## src/rtl/pipeline_hazard_ctrl.sv

```systemverilog
// Stall/flush controller for the 5-stage pipeline: load-use interlock, branch flush,
// multi-cycle data-memory wait with a sticky timeout, and a saturating stall counter.
module pipeline_hazard_ctrl #(
  parameter int MEM_TIMEOUT = 16,
  parameter int CNT_W       = 16
) (
  input  logic             clk_i,
  input  logic             rst_i,
  input  logic             IDEX_MemRead_i,
  input  logic [4:0]       IDEX_Rt_i,
  input  logic [4:0]       IFID_Rs_i,
  input  logic [4:0]       IFID_Rt_i,
  input  logic             Branch_taken_i,
  input  logic             MemAccess_i,
  input  logic             dmem_ack_i,
  output logic             dmem_req_o,
  output logic             PCWrite_o,
  output logic             IFID_en_o,
  output logic             IFID_flush_o,
  output logic             IDEX_en_o,
  output logic             IDEX_bubble_o,
  output logic             EXMEM_en_o,
  output logic             MEMWB_en_o,
  output logic             MEMWB_bubble_o,
  output logic             timeout_o,
  output logic [CNT_W-1:0] stall_cnt_o
);

  localparam int WW = $clog2(MEM_TIMEOUT + 1);

  typedef enum logic [1:0] {RUN, MEM_WAIT, TIMEOUT} state_e;

  state_e           state_q, state_d;
  logic [WW-1:0]    wait_q, wait_d;
  logic [CNT_W-1:0] stall_q;
  logic             load_use;

  assign load_use = IDEX_MemRead_i && (IDEX_Rt_i != 5'd0) &&
                    ((IDEX_Rt_i == IFID_Rs_i) || (IDEX_Rt_i == IFID_Rt_i));

  always_comb begin
    state_d        = state_q;
    wait_d         = wait_q;
    dmem_req_o     = 1'b0;
    PCWrite_o      = 1'b0;
    IFID_en_o      = 1'b0;
    IFID_flush_o   = 1'b0;
    IDEX_en_o      = 1'b0;
    IDEX_bubble_o  = 1'b0;
    EXMEM_en_o     = 1'b0;
    MEMWB_en_o     = 1'b0;
    MEMWB_bubble_o = 1'b0;
    if (!rst_i) begin
      case (state_q)
        RUN, MEM_WAIT: begin
          dmem_req_o = (state_q == MEM_WAIT) || MemAccess_i;
          if (dmem_req_o && !dmem_ack_i) begin
            // Freeze the front of the pipe; MEM/WB drains a bubble so WB never repeats.
            MEMWB_en_o     = 1'b1;
            MEMWB_bubble_o = 1'b1;
            if (state_q == RUN) begin
              state_d = MEM_WAIT;
              wait_d  = WW'(1);
            end else if (wait_q == WW'(MEM_TIMEOUT)) begin
              state_d = TIMEOUT;
            end else begin
              wait_d = wait_q + 1'b1;
            end
          end else begin
            state_d    = RUN;
            wait_d     = '0;
            IDEX_en_o  = 1'b1;
            EXMEM_en_o = 1'b1;
            MEMWB_en_o = 1'b1;
            if (load_use) begin
              // Branch is not flushed here: it is re-evaluated next cycle with forwarded data.
              IDEX_bubble_o = 1'b1;
            end else begin
              PCWrite_o    = 1'b1;
              IFID_en_o    = 1'b1;
              IFID_flush_o = Branch_taken_i;
            end
          end
        end
        default: state_d = TIMEOUT;
      endcase
    end
  end

  assign timeout_o   = !rst_i && (state_q == TIMEOUT);
  assign stall_cnt_o = rst_i ? '0 : stall_q;

  always_ff @(posedge clk_i) begin
    if (rst_i) begin
      state_q <= RUN;
      wait_q  <= '0;
      stall_q <= '0;
    end else begin
      state_q <= state_d;
      wait_q  <= wait_d;
      if (!PCWrite_o && (stall_q != {CNT_W{1'b1}})) begin
        stall_q <= stall_q + 1'b1;
      end
    end
  end

endmodule

```

## config.mk

```make
export PLATFORM = sky130hd
export DESIGN_NAME = pipeline_hazard_ctrl
export DESIGN_NICKNAME = d
export VERILOG_FILES = /design/src/rtl/pipeline_hazard_ctrl.sv
export SDC_FILE = /design/constraint.sdc
export NUM_CORES = 1
export LEC_CHECK = 0
export BUFFER_PORTS_ARGS = -buffer_cell sky130_fd_sc_hd__buf_2
export CAP_MARGIN = 20
export CORE_UTILIZATION = 40
export CTS_CLUSTER_DIAMETER = 60
export DETAILED_ROUTE_END_ITERATION = 6
export HOLD_SLACK_MARGIN = 0.12
export PLACE_DENSITY = 0.63
export SLEW_MARGIN = 20
export SYNTH_ARGS = -nofsm -noshare
export SYNTH_HDL_FRONTEND = slang
export SYNTH_SLANG_ARGS = --single-unit
```

## constraint.sdc

```tcl
create_clock -name clk_i -period 3.3 [get_ports clk_i]
set_input_delay 0.66 -clock clk_i [delete_from_list [all_inputs] [get_ports clk_i]]
set_output_delay 0.66 -clock clk_i [all_outputs]
set_load 0.05 [all_outputs]
```

Yosys cells after proc, flatten, opt, wreduce, memory -nomap -nowiden
Index checks and enable logic that the tools add are counted.

Logic and storage cells: 62. Flip-flop bits (word level): 23.

Reductions and logical operators: 16. Add/sub/neg operators: 2. Equality and inequality tests: 8. Multiplexer cells: 30. Bitwise gates (word level): 2.

Operators by type and width (count): $mux 1 (22); $add 16x1->16 const B (1); $mux 16 (1); $ne 16x16->1 const B (1); $mux 5 (3); $eq 5x5->1 (2); $mux 2 (4); $add 5x1->5 const B (1); $eq 5x5->1 const B (1); $logic_and 1x1->1 (5); $reduce_bool 5->1 (1); $ne 4x4->1 const B (1); $logic_not 1->1 (3); $ne 3x3->1 const B (1); $reduce_or 3->1 (1); $eq 2x1->1 const B (1); $eq 2x2->1 const B (1); $logic_not 2->1 (1); $logic_or 1x1->1 (2); $not 1->1 (2); $reduce_and 2->1 (1); $reduce_bool 2->1 (1); $reduce_or 2->1 (1).

Logic depth before layout (Yosys ltp)
Gate-level depths: netlist of run 1.

Word-level depth: 9. Depth in mapped cells: 8.

Worst setup path before layout of run 1
Ideal clock, no wire load.

Path kind: input to output. Start: input port rst_i. End: output port IFID_flush_o. Required time: 2640 ps. Buffers on the path: 1. Arrival time: 2648 ps. Slack: -8 ps. Stages on the path: 6. Cells stage by stage: nor2_1 -> o21ai_0 -> a21o_2 -> clkinv_4 -> buf_12 -> and2_1.

Word-level cells in the longest chain between the ends: 1.

RTL lines: start, declared (line 8) `input logic rst_i,`; $mux 1 (line 53) `if (!rst_i) begin`; end, declared (line 19) `output logic IFID_flush_o,`.

No other way between the ends.

Worst setup path in the final report of run 1
Start: input port IDEX_Rt_i[1]. End: output port IFID_flush_o.

Word-level cells in the longest chain between the ends: 7. Elaborated cells between the ends (all ways): 10.

RTL lines: start, declared (line 10) `input logic [4:0] IDEX_Rt_i,`; $eq 5x5->1 / $reduce_bool 5->1 (equally long branches) (line 39, 38); $logic_or 1x1->1 / $logic_and 1x1->1 (equally long branches) (line 39, 38); $logic_and 1x1->1 * (line 38) `assign load_use = IDEX_MemRead_i && (IDEX_Rt_i != 5'd0) &&`; $mux 1 * (line 75) `if (load_use) begin`; $mux 1 * (line 57) `if (dmem_req_o && !dmem_ack_i) begin`; $mux 1 * (line 54) `case (state_q)`; $mux 1 * (line 53).

Mark *: on every way between the ends. The rest lies on a longest branch, timed or not.

==> results.sh, run 1 <==
export IMPL_holdWs_ns=0.480
export IMPL_fmax_ghz=0.344
export IMPL_routed_wl_um=3060
export IMPL_die_x_um=63.0
export IMPL_clkTransAtPathRegs_ns=0.08
export IMPL_path_common_cell="buf_2"
export IMPL_relSlewSlack=0.570
export IMPL_cts_buffers=3
export IMPL_vias=1341
export IMPL_worst_pin_slew_ns=0.644
export IMPL_crit_type="in -> out"
export IMPL_syn_nets=203
export IMPL_netlist_area_um2=1490
export IMPL_leakage_nw=0.797
export IMPL_min_period_ns=2.91
export IMPL_fin_crit_sh=0.882
export IMPL_status="finished clean"
export IMPL_synth_flop_cell="dfxtp_1"
export IMPL_antenna_found_initial=0
export IMPL_postCtsSetupBuffers=0
export IMPL_numPortBuffers=46
export IMPL_setup_viol=0
export IMPL_synth_edf_count=0
export IMPL_yosysWarnings=0
export IMPL_final_nets=245
export IMPL_tritoncts="done"
export IMPL_core_area_um2=3440
export IMPL_total_power_mw=0.567
export IMPL_rsz0062_at_grt="no"
export IMPL_die_area_um2=3960
export IMPL_skew_ns=0.00160
export IMPL_layout_drive_gt1_share=0.300
export IMPL_gp_congestion=0.742
export IMPL_synthArstFlopShare=0
export IMPL_irDropWorstVdd_uv=157
export IMPL_hold_violations=0
export IMPL_clock_path_buffers=2
export IMPL_p_per_area_nw_per_um2=322
export IMPL_clkSinkCount=23
export IMPL_path_cells="buf_2 -> or4_1 -> o21ai_1 -> inv_1 -> a21o_2 -> clkinv_4 -> and2_1 -> buf_2"
export IMPL_die_h_um=63.0
export IMPL_grt_max_degree=39
export IMPL_rows=21
export IMPL_antennaDiodeCount=0
export IMPL_synthCells=179
export IMPL_grt_pass1_vias=1254
export IMPL_start_util=0.432
export IMPL_areaGrowthSynthToFinish_pct=18.5
export IMPL_viasPerCell=5.04
export IMPL_tns_ns=0
export IMPL_crit_required_ns=2.64
export IMPL_synth_seq_area_share=0.310
export IMPL_cts_root_buf="clkbuf_8"
export IMPL_hpwl_um=2310
export IMPL_grt_pass1_wl_um=5330
export IMPL_ios=47
export IMPL_postRouteAntennaNets=0
export IMPL_route_detailed_drc=0
export IMPL_cp_end_kind="primary output"
export IMPL_maxCapViolations=0
export IMPL_path_max_fanout=20
export IMPL_cpMaxStageDelayCell="or4_1"
export IMPL_layout_common_cells="46 x buf_2, 23 x dfxtp_1, 20 x nor2_1, 17 x nor2b_1"
export IMPL_drv_slew=0
export IMPL_initialDrtViolationCount=41
export IMPL_synth_avg_cell_area_um2=8.30
export IMPL_insertion_delay_ns=0.26
export IMPL_ys_types=44
export IMPL_ctsResizeCount=0
export IMPL_cp_start_kind="input port"
export IMPL_wire_per_inst_um=11.5
export IMPL_worstPathArrival_ns=2.25
export IMPL_fillCellCount=343
export IMPL_grt_total_usage=0.164
export IMPL_hp_class="reg -> reg"
export IMPL_first_pass_iters=4
export IMPL_synth_seq_cells=23
export IMPL_final_common_cell="buf_2"
export IMPL_grt_overflow=0
export IMPL_cts_hold_buf=0
export IMPL_max_stage_delay_ns=0.51
export IMPL_htree_num_levels=1
[routing by layer]
metal,track usage,share of wire,up-vias
li1,-,-,709
met1,0.221,0.54,591
met2,0.258,0.40,39
met3,0.0255,0.046,2
met4,0.0698,0.011,0
met5,0,0,-
[flip-flops by register name (all words and copies together) (netlist names)]
| name | count |
|---|---|
| stall_q | 16 |
| wait_q | 5 |
| state_q | 2 |
[where the power goes]
group	leakage [nW]	total, mW	internal, mW	switching, mW
clock network	0.0228	0.175	0.0861	0.0887
logic	0.588	0.105	0.0362	0.0686
registers	0.186	0.287	0.281	0.00571
total	0.797	0.567	0.404	0.163
[cell usage after synthesis (2+ instances only)]
library cell,count,share of area
nor2b_1,17,0.072
buf_4,3,0.015
mux2_2,5,0.038
ha_1,3,0.025
nor3_2,3,0.020
or3_1,2,0.0084
and3_1,8,0.034
inv_1,5,0.013
nand4_1,2,0.0084
o31ai_1,3,0.015
nor3b_1,5,0.025
nand3_1,10,0.034
mux2_4,3,0.030
clkbuf_1,3,0.0076
nor2_1,21,0.053
o21ai_0,7,0.024
dfxtp_1,23,0.31
a21oi_1,5,0.017
nand2_1,10,0.025
mux2_1,4,0.030
nor3_1,3,0.010
nor4_1,3,0.013
xnor2_1,10,0.059
[layout make-up]
class | count | area, µm² | area share
Timing Repair Buffer | 47 | 238 | 0.135
Tap cell | 46 | 57.6 | 0.0327
Sequential cell | 23 | 460 | 0.261
Clock buffer | 4 | 45.0 | 0.0256
Multi-Input combinational cell | 140 | 933 | 0.530
Inverter | 6 | 27.5 | 0.0156
[critical path: cells and delay by family]
kind / cells / cell delay [ns]
compound gates: 2 / 0.36
buf+inv: 4 / 0.57
simple gates: 2 / 0.65
[per-stage QoR]
step / area (µm²) / std cells / setup slack, ns / util
global placement: 1720 / 262 / 0.413 / 0.499
global route: 1760 / 266 / 0.306 / 0.512
CTS: 1760 / 266 / 0.379 / 0.512
detailed placement: 1720 / 262 / 0.377 / 0.499
finish: 1760 / 266 / 0.391 / 0.512
floorplan: 1490 / 179 / 0.238 / -
[logic make-up (layout without fill, tap and decap cells)]
kind of cell | after synthesis | count (layout) | synth area share
adders and majority gates | 3 | 3 | 0.0253
and+or+nand+nor | 91 | 91 | 0.341
buffers and inverters | 16 | 57 | 0.0640
AOI/OAI and AO/OA | 23 | 23 | 0.0960
xor gates and xnor gates | 10 | 10 | 0.0589
muxes | 13 | 13 | 0.105
DFF | 23 | 23 | 0.310
[worst paths after layout]
path	startpoint	to	slack, ns	cells after the start
min reg2reg	wait_q[4]	wait_q[4]	0.48	1
max	IDEX_Rt_i[1]	IFID_flush_o	0.39	8
max reg2reg	stall_q[0]	stall_q[4]	1.18	6
min	wait_q[4]	wait_q[4]	0.48	1
Note: power is estimated with default switching activity, not from simulation.
==> inputs of run 2 (changes only) <==
--- a/config.mk
+++ b/config.mk
@@ -9,9 +9,11 @@
 export CAP_MARGIN = 20
 export CORE_UTILIZATION = 40
 export CTS_CLUSTER_DIAMETER = 60
+export CTS_CLUSTER_SIZE = 28
 export DETAILED_ROUTE_END_ITERATION = 6
 export HOLD_SLACK_MARGIN = 0.12
 export PLACE_DENSITY = 0.63
+export RECOVER_POWER = 25
 export SLEW_MARGIN = 20
 export SYNTH_ARGS = -nofsm -noshare
 export SYNTH_HDL_FRONTEND = slang
==> results.sh, run 2 (same netlist as run 1, synthesis figures left out) <==
export IMPL_vias=1339
export IMPL_die_h_um=63.0
export IMPL_pwr_share_comb=0.185
export IMPL_ctsResizeCount=0
export IMPL_core_area_um2=3440
export IMPL_min_period_ns=2.94
export IMPL_path_cells="buf_2 -> or4_1 -> o21ai_0 -> inv_1 -> a21o_2 -> clkinv_4 -> and2_1 -> buf_2"
export IMPL_cpMaxStageDelayCell="or4_1"
export IMPL_clkTransAtPathRegs_ns=0.08
export IMPL_route_detailed_drc=0
export IMPL_layout_common_cells="45 x buf_2, 23 x dfxtp_1, 21 x nor2_1, 17 x nor2b_1"
export IMPL_cp_start_kind="input port"
export IMPL_top_regs="stall_q: 16 flops, wait_q: 5 flops, state_q: 2 flops"
export IMPL_ios=47
export IMPL_die_x_um=63.0
export IMPL_dp_cells=262
export IMPL_antennaDiodeCount=0
export IMPL_antenna_found_initial=0
export IMPL_rrSetupSlack_ns=0.89
export IMPL_rows=21
export IMPL_clkSinkCount=23
export IMPL_multi_input_area_um2=931
export IMPL_postRouteAntennaNets=0
export IMPL_grt_total_usage=0.164
export IMPL_initialDrtViolationCount=42
export IMPL_final_common_cell="buf_2"
export IMPL_final_util=0.511
export IMPL_hpwl_um=2310
export IMPL_max_stage_delay_ns=0.50
export IMPL_start_util=0.432
export IMPL_maxCapViolations=0
export IMPL_fmax_ghz=0.340
export IMPL_grt_pass1_wl_um=5330
export IMPL_wire_per_inst_um=11.6
export IMPL_insertion_delay_ns=0.26
export IMPL_grt_overflow=0
export IMPL_path_common_cell="buf_2"
export IMPL_ff_latch_area_um2=460
export IMPL_cts_root_buf="clkbuf_8"
export IMPL_viasPerCell=5.03
export IMPL_tritoncts="done"
export IMPL_leakage_nw=0.797
export IMPL_worstPathArrival_ns=2.28
export IMPL_crit_type="in -> out"
export IMPL_power_share_clock=0.308
export IMPL_clock_path_buffers=2
export IMPL_areaGrowthSynthToFinish_pct=18.3
export IMPL_switching_share=0.287
export IMPL_setup_viol=0
export IMPL_min_from="wait_q[4]"
export IMPL_crit_path_start="IDEX_Rt_i[1]"
export IMPL_regMostFlops="stall_q"
export IMPL_tns_ns=0
export IMPL_cp_end_kind="primary output"
export IMPL_grt_pass1_vias=1254
export IMPL_layout_drive_gt1_share=0.286
export IMPL_seqPwrFrac=0.508
export IMPL_p_switching_mw=0.162
export IMPL_irDropWorstVdd_uv=157
export IMPL_cts_buffers=3
export IMPL_final_nets=245
export IMPL_routed_wl_um=3080
export IMPL_status="finished clean"
export IMPL_hp_class="reg -> reg"
export IMPL_crit_required_ns=2.64
export IMPL_fin_crit_sh=0.892
export IMPL_r2r_start="stall_q[0]"
export IMPL_finalNonFillerCells=266
export IMPL_relSlewSlack=0.299
export IMPL_largest_reg_flops=16
export IMPL_rsz0062_at_grt="no"
export IMPL_die_area_um2=3960
export IMPL_gp_congestion=0.742
export IMPL_grt_max_degree=39
export IMPL_postCtsSetupBuffers=0
export IMPL_internal_power_mw=0.403
export IMPL_fillCellCount=345
export IMPL_skew_ns=0.00150
export IMPL_drv_slew=0
export IMPL_first_pass_iters=4
export IMPL_htree_num_levels=1
export IMPL_p_per_area_nw_per_um2=322
export IMPL_path_max_fanout=20
export IMPL_cts_hold_buf=0
export IMPL_hold_violations=0
export IMPL_numPortBuffers=46
export IMPL_worst_pin_slew_ns=1.05
run 2: worst max-delay path, delay by kind of cell:
kind                   cells  cell delay, ns
buffers and inverters      4            0.58
AND/OR/NAND/NOR            2            0.64
AO/OA/AOI/OAI              2            0.40
run 2: per-stage QoR:
stage | hold WS (ns) | area [µm²] | power, mW | setup WS [ns]
detailed placement | 0.462 | 1720 | 0.399 | 0.377
finish | 0.478 | 1760 | 0.566 | 0.358
global route | 0.513 | 1760 | 0.596 | 0.261
CTS | 0.474 | 1760 | 0.574 | 0.379
global placement | 0.460 | 1720 | 0.398 | 0.413
floorplan | 0.426 | 1490 | 0.374 | 0.238
run 2: path summary, 6_finish.rpt:
check                       to  cells after the start
setup / recovery  IFID_flush_o                      8
hold / removal       wait_q[4]                      1
setup reg to reg    stall_q[4]                      6
hold reg to reg      wait_q[4]                      1
run 2: area by class of cell:
cell class / count / share of cell area
clock buffers: 4 / 0.0256
multi-input cells: 140 / 0.530
well taps: 46 / 0.0327
inverters: 6 / 0.0157
flip-flops and latches: 23 / 0.262
repair buffers: 47 / 0.135
run 2: power groups by stage:
stage / clock network, mW / logic [mW] / registers (mW)
floorplan: 0 / 0.0825 / 0.291
global placement: 0 / 0.104 / 0.294
detailed placement: 0 / 0.106 / 0.294
CTS: 0.181 / 0.106 / 0.287
global route: 0.195 / 0.113 / 0.288
finish: 0.174 / 0.104 / 0.287
run 2: metal layers:
layer / wire, µm / vias to the layer above / track usage
met5: 0 / - / 0
met4: 34 / 0 / 0.0698
met3: 152 / 2 / 0.0255
met2: 1240 / 42 / 0.258
met1: 1650 / 587 / 0.221
li1: - / 708 / -
